`config.mk`:
```
export PLATFORM = sky130hd
export DESIGN_NAME = mmio_port_bridge
export DESIGN_NICKNAME = d
export VERILOG_FILES = /design/src/rtl/mmio_port_bridge.sv
export SDC_FILE = /design/constraint.sdc
export NUM_CORES = 1
export LEC_CHECK = 0
export CORE_ASPECT_RATIO = 1.5
export CORE_UTILIZATION = 43
export CTS_CLUSTER_DIAMETER = 150
export CTS_CLUSTER_SIZE = 28
export DETAILED_ROUTE_END_ITERATION = 7
export PLACE_DENSITY_LB_ADDON = 0.25
export SLEW_MARGIN = 20
export SYNTH_ARGS = -nofsm -noshare
export SYNTH_HDL_FRONTEND = slang
export SYNTH_SLANG_ARGS = --single-unit
```
`constraint.sdc`:
```
create_clock -name clk -period 1.9 [get_ports clk]
set_input_delay 0.19 -clock clk [delete_from_list [all_inputs] [get_ports clk]]
set_output_delay 0.19 -clock clk [all_outputs]
set_load 0.05 [all_outputs]
```
`src/rtl/mmio_port_bridge.sv`:
```
// MMIO bridge behind the MEM stage: OUT/IN/EDGE/TIMER registers in a 16-byte window.
// Define MMIO_PORT_BRIDGE_DEBOUNCE_EN to add a per-bit debounce filter on the input path.
module mmio_port_bridge #(
  parameter logic [31:0] IO_BASE         = 32'h1001_0400,
  parameter int unsigned DEBOUNCE_CYCLES = 4,
  parameter logic [31:0] OUT_RESET       = 32'h0000_0000
) (
  input  logic        clk,
  input  logic        reset,
  input  logic [31:0] Address,
  input  logic [31:0] WriteData,
  input  logic        MemWrite,
  input  logic        MemRead,
  input  logic [7:0]  PortIn,
  output logic        IOSelect,
  output logic [31:0] ReadData,
  output logic [31:0] PortOut,
  output logic        EdgeIrq
);

  typedef enum logic [1:0] {
    RegOut   = 2'd0,
    RegIn    = 2'd1,
    RegEdge  = 2'd2,
    RegTimer = 2'd3
  } regSel_e;

  regSel_e     regSel;
  logic        wrHit;
  logic [7:0]  syncMeta;
  logic [7:0]  syncOut;
  logic [7:0]  inVal;
  logic [7:0]  inPrevQ;
  logic [7:0]  rise;
  logic [7:0]  edgeClr;
  logic [7:0]  edgeQ;
  logic [7:0]  edgeD;
  logic [31:0] outQ;
  logic [31:0] outD;
  logic [31:0] timerQ;
  logic [31:0] timerD;
  logic        irqQ;
  logic        unusedAddr;

  // Byte-lane bits are don't-care: every register is a full word.
  assign unusedAddr = ^Address[1:0];
  assign regSel     = regSel_e'(Address[3:2]);
  assign IOSelect   = (Address[31:4] == IO_BASE[31:4]);
  assign wrHit      = MemWrite & IOSelect;

  always_ff @(posedge clk or negedge reset) begin
    if (!reset) begin
      syncMeta <= '0;
      syncOut  <= '0;
    end else begin
      syncMeta <= PortIn;
      syncOut  <= syncMeta;
    end
  end

`ifdef MMIO_PORT_BRIDGE_DEBOUNCE_EN
  localparam int unsigned CntW = (DEBOUNCE_CYCLES > 1) ? $clog2(DEBOUNCE_CYCLES) : 1;
  localparam logic [CntW-1:0] CntLast = CntW'(DEBOUNCE_CYCLES - 1);

  logic [CntW-1:0] cntQ [8];
  logic [CntW-1:0] cntD [8];
  logic [7:0]      inQ;
  logic [7:0]      inD;

  // Counter runs only while the synchronized bit disagrees with IN; any agreement restarts it.
  always_comb begin
    inD = inQ;
    for (int i = 0; i < 8; i++) begin
      cntD[i] = '0;
      if (syncOut[i] != inQ[i]) begin
        if (cntQ[i] == CntLast) begin
          inD[i] = syncOut[i];
        end else begin
          cntD[i] = cntQ[i] + 1'b1;
        end
      end
    end
  end

  always_ff @(posedge clk or negedge reset) begin
    if (!reset) begin
      inQ  <= '0;
      cntQ <= '{default: '0};
    end else begin
      inQ  <= inD;
      cntQ <= cntD;
    end
  end

  assign inVal = inQ;
`else
  localparam int unsigned unusedDebounce = DEBOUNCE_CYCLES;

  assign inVal = syncOut;
`endif

  always_comb begin
    rise    = inVal & ~inPrevQ;
    edgeClr = (wrHit && regSel == RegEdge) ? WriteData[7:0] : 8'h00;
    // Set is ORed in after the clear so a coincident rising edge survives W1C.
    edgeD   = (edgeQ & ~edgeClr) | rise;
    outD    = (wrHit && regSel == RegOut) ? WriteData : outQ;
    timerD  = (wrHit && regSel == RegTimer) ? WriteData : timerQ + 32'd1;
  end

  always_ff @(posedge clk or negedge reset) begin
    if (!reset) begin
      inPrevQ <= '0;
      edgeQ   <= '0;
      outQ    <= OUT_RESET;
      timerQ  <= '0;
      irqQ    <= 1'b0;
    end else begin
      inPrevQ <= inVal;
      edgeQ   <= edgeD;
      outQ    <= outD;
      timerQ  <= timerD;
      irqQ    <= |edgeQ;
    end
  end

  always_comb begin
    ReadData = '0;
    if (MemRead && IOSelect) begin
      unique case (regSel)
        RegOut:   ReadData = outQ;
        RegIn:    ReadData = {24'h0, inVal};
        RegEdge:  ReadData = {24'h0, edgeQ};
        RegTimer: ReadData = timerQ;
      endcase
    end
  end

  assign PortOut = outQ;
  assign EdgeIrq = irqQ;

endmodule

```
==> metrics.md <==
| Metric | Value |
|---|---|
| Worst Tran Pin Value | a little under 0.6 ns |
| Kind of cell adding the most delay to the critical path | simple AND/OR/NAND/NOR gates |
| Yosys cell types | 38 |
| # placed instances | slightly above 700 |
| Hold WC Path Type | in2reg |
| Final worst path period need | 1.93 ns |
| Width of the chip | 87.0 um |
| Largest net degree at the start of global routing | between 40 and 50 |
| Ant diodes | 0 |
| First-pass GRT wire length | ~21 mm |
| Hold wc startpoint | PortIn[7] |
| P&R area growth vs syn | 63.8% |
| Endpoints failing hold | 0 |
| Clock Power Share | 0.432 |
| Most common cell after layout, fill and taps aside | dfrtp_1 |
| Leak | a little over 3 nW |
| WL/cell | approximately 18 um |
| Crit path launch type | register |
| Crit share post-route | 1.01 |
| Synth Area in Compound Gates | 0.0857 |
| Worst Hold End | syncMeta[7]$_DFF_PN0_ |
| Pint | approximately 3.4 mW |
| Multi-input gate area | between 2000 and 2500 um^2 |
| Final WS setup | -0.0256 ns |
| Crit path arrival time | 2.15 ns |
| Outcome | finished, violations left |
| Latest clock arrival within the worst-skew pair | between 0.3 and 0.4 ns |
| Crit-path cells | ha_4 -> nand3_2 -> or4_4 -> nor3_4 -> xnor2_1 -> mux2_2 |
| Die height | between 100 and 150 um |
| Maximum VDD drop | roughly 0.38 mV |
| R2r setup slk | -0.03 ns |
| Die area | roughly 11000 um^2 |
| Failing checks | setup timing |
| Hold_ws | slightly below 0.3 ns |
| Cell Rows | 46 |
| CP required | about 2.1 ns |
| Adder-Cell Fraction of Synth Area | 0.00269 |
| Worst slew margin | 0.603 |
| Cells after synthesis | 414 |
| Critical-path top delay cell | or4_4 |
| Worst Hold Depth | 1 |
| Sequential cell area | around 2400 um^2 |
| Port bufs | approximately 140 |
| ANT nets after route | 0 |
| Slew Viols, Final | 0 |
| Vias/cell | about 5.3 |
| TritonRoute pass-1 iters | 4 |
| DP HPWL | 9.27 mm |
| # nets final | between 600 and 700 |
| Reg-to-Reg Start | timerQ[1]$_DFF_PN0_ |
| Yosys synthesis warning count | 0 |
| Overall routing resource usage | 0.242 |
| # IOs | 142 |
| Synth top area share | 0.521 |
| CORE AREA | 10500 um^2 |
| CP endpoint kind | register |
| Switching share of power | 0.213 |
| Synth Area in Simple Gates | 0.173 |
| Inserted Clock Buffers | 9 |
| Largest area contributor in the netlist | dfrtp_1 |
| Most frequent cells in the layout | dfrtp_1, clkdlybuf4s50_1, nand2_1 |
| Xor and xnor fraction of the mapped netlist area | 0.0564 |
| Root buf cell | clkbuf_16 |
| Register bit count reported by yosys | 97 |
| Synthesized area | about 4700 um^2 |
| Unrepaired setup endpoints after global routing | true |
| Final core utilization | 0.725 |
| DP Worst Slack | -0.400 ns |
| Avg Cell Area, Syn | ~11 um^2 |
| F_max | 0.519 GHz |
| Clk buf depth | 2 |
| Largest fanout on the critical path | 7 |
| RR Endpoint | timerQ[22]$_DFF_PN0_ |
| Top cells by area, synth | dfrtp_1, mux2_2, xnor2_1, a22oi_1, nand2_1 |
| RD Place Congestion | ~0.82 |
| Worst r2r path cells | 6 |
| DR DRC count | 0 |
| Ys async rst share | 1.00 |
| Overall power | between 4 and 5 mW |
| Net Count, Synth | 491 |
| Critical path class | reg2reg |
| Post-Layout Cell Count | 740 |
| Reg power frac | 0.493 |
| Worst path max stage delay | roughly 0.65 ns |
| H-Tree Depth | 3 |
| Initial Utilization | 0.442 |
| Gate power share | 0.076 |
| Post-synth top flop | dfrtp_1 |
| Fraction of the yosys area taken by sequential cells | 0.521 |
| Vias in the first global route | between 4000 and 5000 |
| Pwr dens | between 500 and 600 nW/um^2 |
| Clock-pin slew on the worst setup and hold paths | 0.07 ns |
| Vias post-DR | ~4000 |
| Buf+Inv Stages, Crit Path | 0 |
| Routed WL | 13.3 mm |
| Number of fill cells | roughly 740 |
| Final setup viols | 7 |
| Post-synth EDFFs | 0 |
| Share of post-route cells with drive strength above 1 | 0.394 |
| Number of antenna violations at the first check in global routing | 0 |
| Remaining global-route overflow | 0 |
| CTS sink count | 97 |
| Starting DRT DRC Count | 210 |
| MaxCap Viol Count | 0 |
| P_sw | a little over 900 uW |
| Largest family of logic cells by synthesized area | simple AND/OR/NAND/NOR gates |
| Multiplexer share of the synthesized area | 0.124 |
| Clk_skew | just under 0.008 ns |
| CTS tree | yes |
==> routing by layer <==
metal | vias up | routed length, um | global-route usage
met4 | 0 | 359 | 0.0951
met2 | 137 | 7230 | 0.439
met3 | 23 | 631 | 0.0344
li1 | 1830 | - | -
met5 | - | 0 | 0
met1 | 1956 | 5060 | 0.286
==> cells in the mapped netlist, drive strengths merged (2+ instances only) <==
| library cell | count |
|---|---|
| nand2 | 45 |
| buf | 10 |
| inv | 16 |
| and3 | 11 |
| nor4 | 16 |
| xnor2 | 25 |
| nor4b | 3 |
| or4 | 2 |
| and4 | 2 |
| nor3 | 6 |
| clkbuf | 14 |
| o21ai | 29 |
| nor2 | 34 |
| nand4 | 6 |
| dfrtp | 97 |
| nand3 | 13 |
| a22oi | 24 |
| xor2 | 5 |
| mux2 | 35 |
| a22o | 8 |
| mux4 | 8 |
==> how the worst max path moves through the flow <==
| stage | from | end | slack (ns) | depth (start not counted) |
|---|---|---|---|---|
| 3_5_place_dp | Address[6] | PortOut[31]$_DFFE_PN0P_ | -0.40 | 7 |
| 3_3_place_gp | Address[14] | PortOut[27]$_DFFE_PN0P_ | -0.34 | 7 |
| 6_report | timerQ[1]$_DFF_PN0_ | timerQ[22]$_DFF_PN0_ | -0.03 | 6 |
| 4_1_cts | timerQ[0]$_DFF_PN0_ | timerQ[24]$_DFF_PN0_ | -0.08 | 6 |
| 5_1_grt | timerQ[1]$_DFF_PN0_ | timerQ[16]$_DFF_PN0_ | -0.1 | 7 |
| 2_1_floorplan | timerQ[0]$_DFF_PN0_ | timerQ[22]$_DFF_PN0_ | -0.05 | 7 |
==> kinds of logic after synthesis <==
family | after synthesis
compound gates | 61
xor+xnor | 30
fa+ha+maj | 1
buf+inv | 40
flops | 97
mux | 43
simple gates | 142
==> worst reg2reg max path: stages, from the launching register on <==
cell	delay (ns)
dfrtp_1	0.40
ha_4	0.17
nand3_2	0.09
or4_4	0.65
nor3_4	0.16
xnor2_1	0.08
mux2_2	0.27
==> stage by stage <==
stage                     area, um^2  TNS [ns]
after floorplan                 4850    -0.153
after global placement          7010    -26.94
after detailed placement        7010    -30.57
after CTS                       7540    -0.319
after global routing            7630    -0.874
final                           7630    -0.103
==> flip-flops by register name (all words and copies together) (netlist names) <==
signal,cells
inPrevQ,8
syncMeta,8
EdgeIrq,1
inVal,8
timerQ,32
edgeQ,8
PortOut,32
==> area by class of cell <==
type | instances | share of cell area
inverter | 16 | 0.00787
sequential | 97 | 0.318
tap | 144 | 0.0236
clock inverter | 4 | 0.00672
timing repair buffer | 190 | 0.285
clock buffer | 12 | 0.0336
multi-input combinational | 277 | 0.325
==> power by group through the flow <==
stage               sequential, mW  clock, mW  combinational (mW)
floorplan                     2.14          0              0.0645
global placement              2.14          0               0.312
detailed placement            2.14          0               0.316
CTS                           2.10       1.86               0.325
global route                  2.10       1.96               0.347
finish                        2.10       1.84               0.324
==> what timing repair did <==
action | 4_1_cts | 5_1_grt
pin swaps | 27 | 19
buffers inserted | 2 | 4
endpoints found under the hold margin | 43 | 0
gates cloned | 1 | 0
endpoints found under the setup margin | 75 | 71
hold buffers | 1 | 0
gates resized for setup | 75 | 50
No activity file was read; power rests on OpenSTA's default activity.
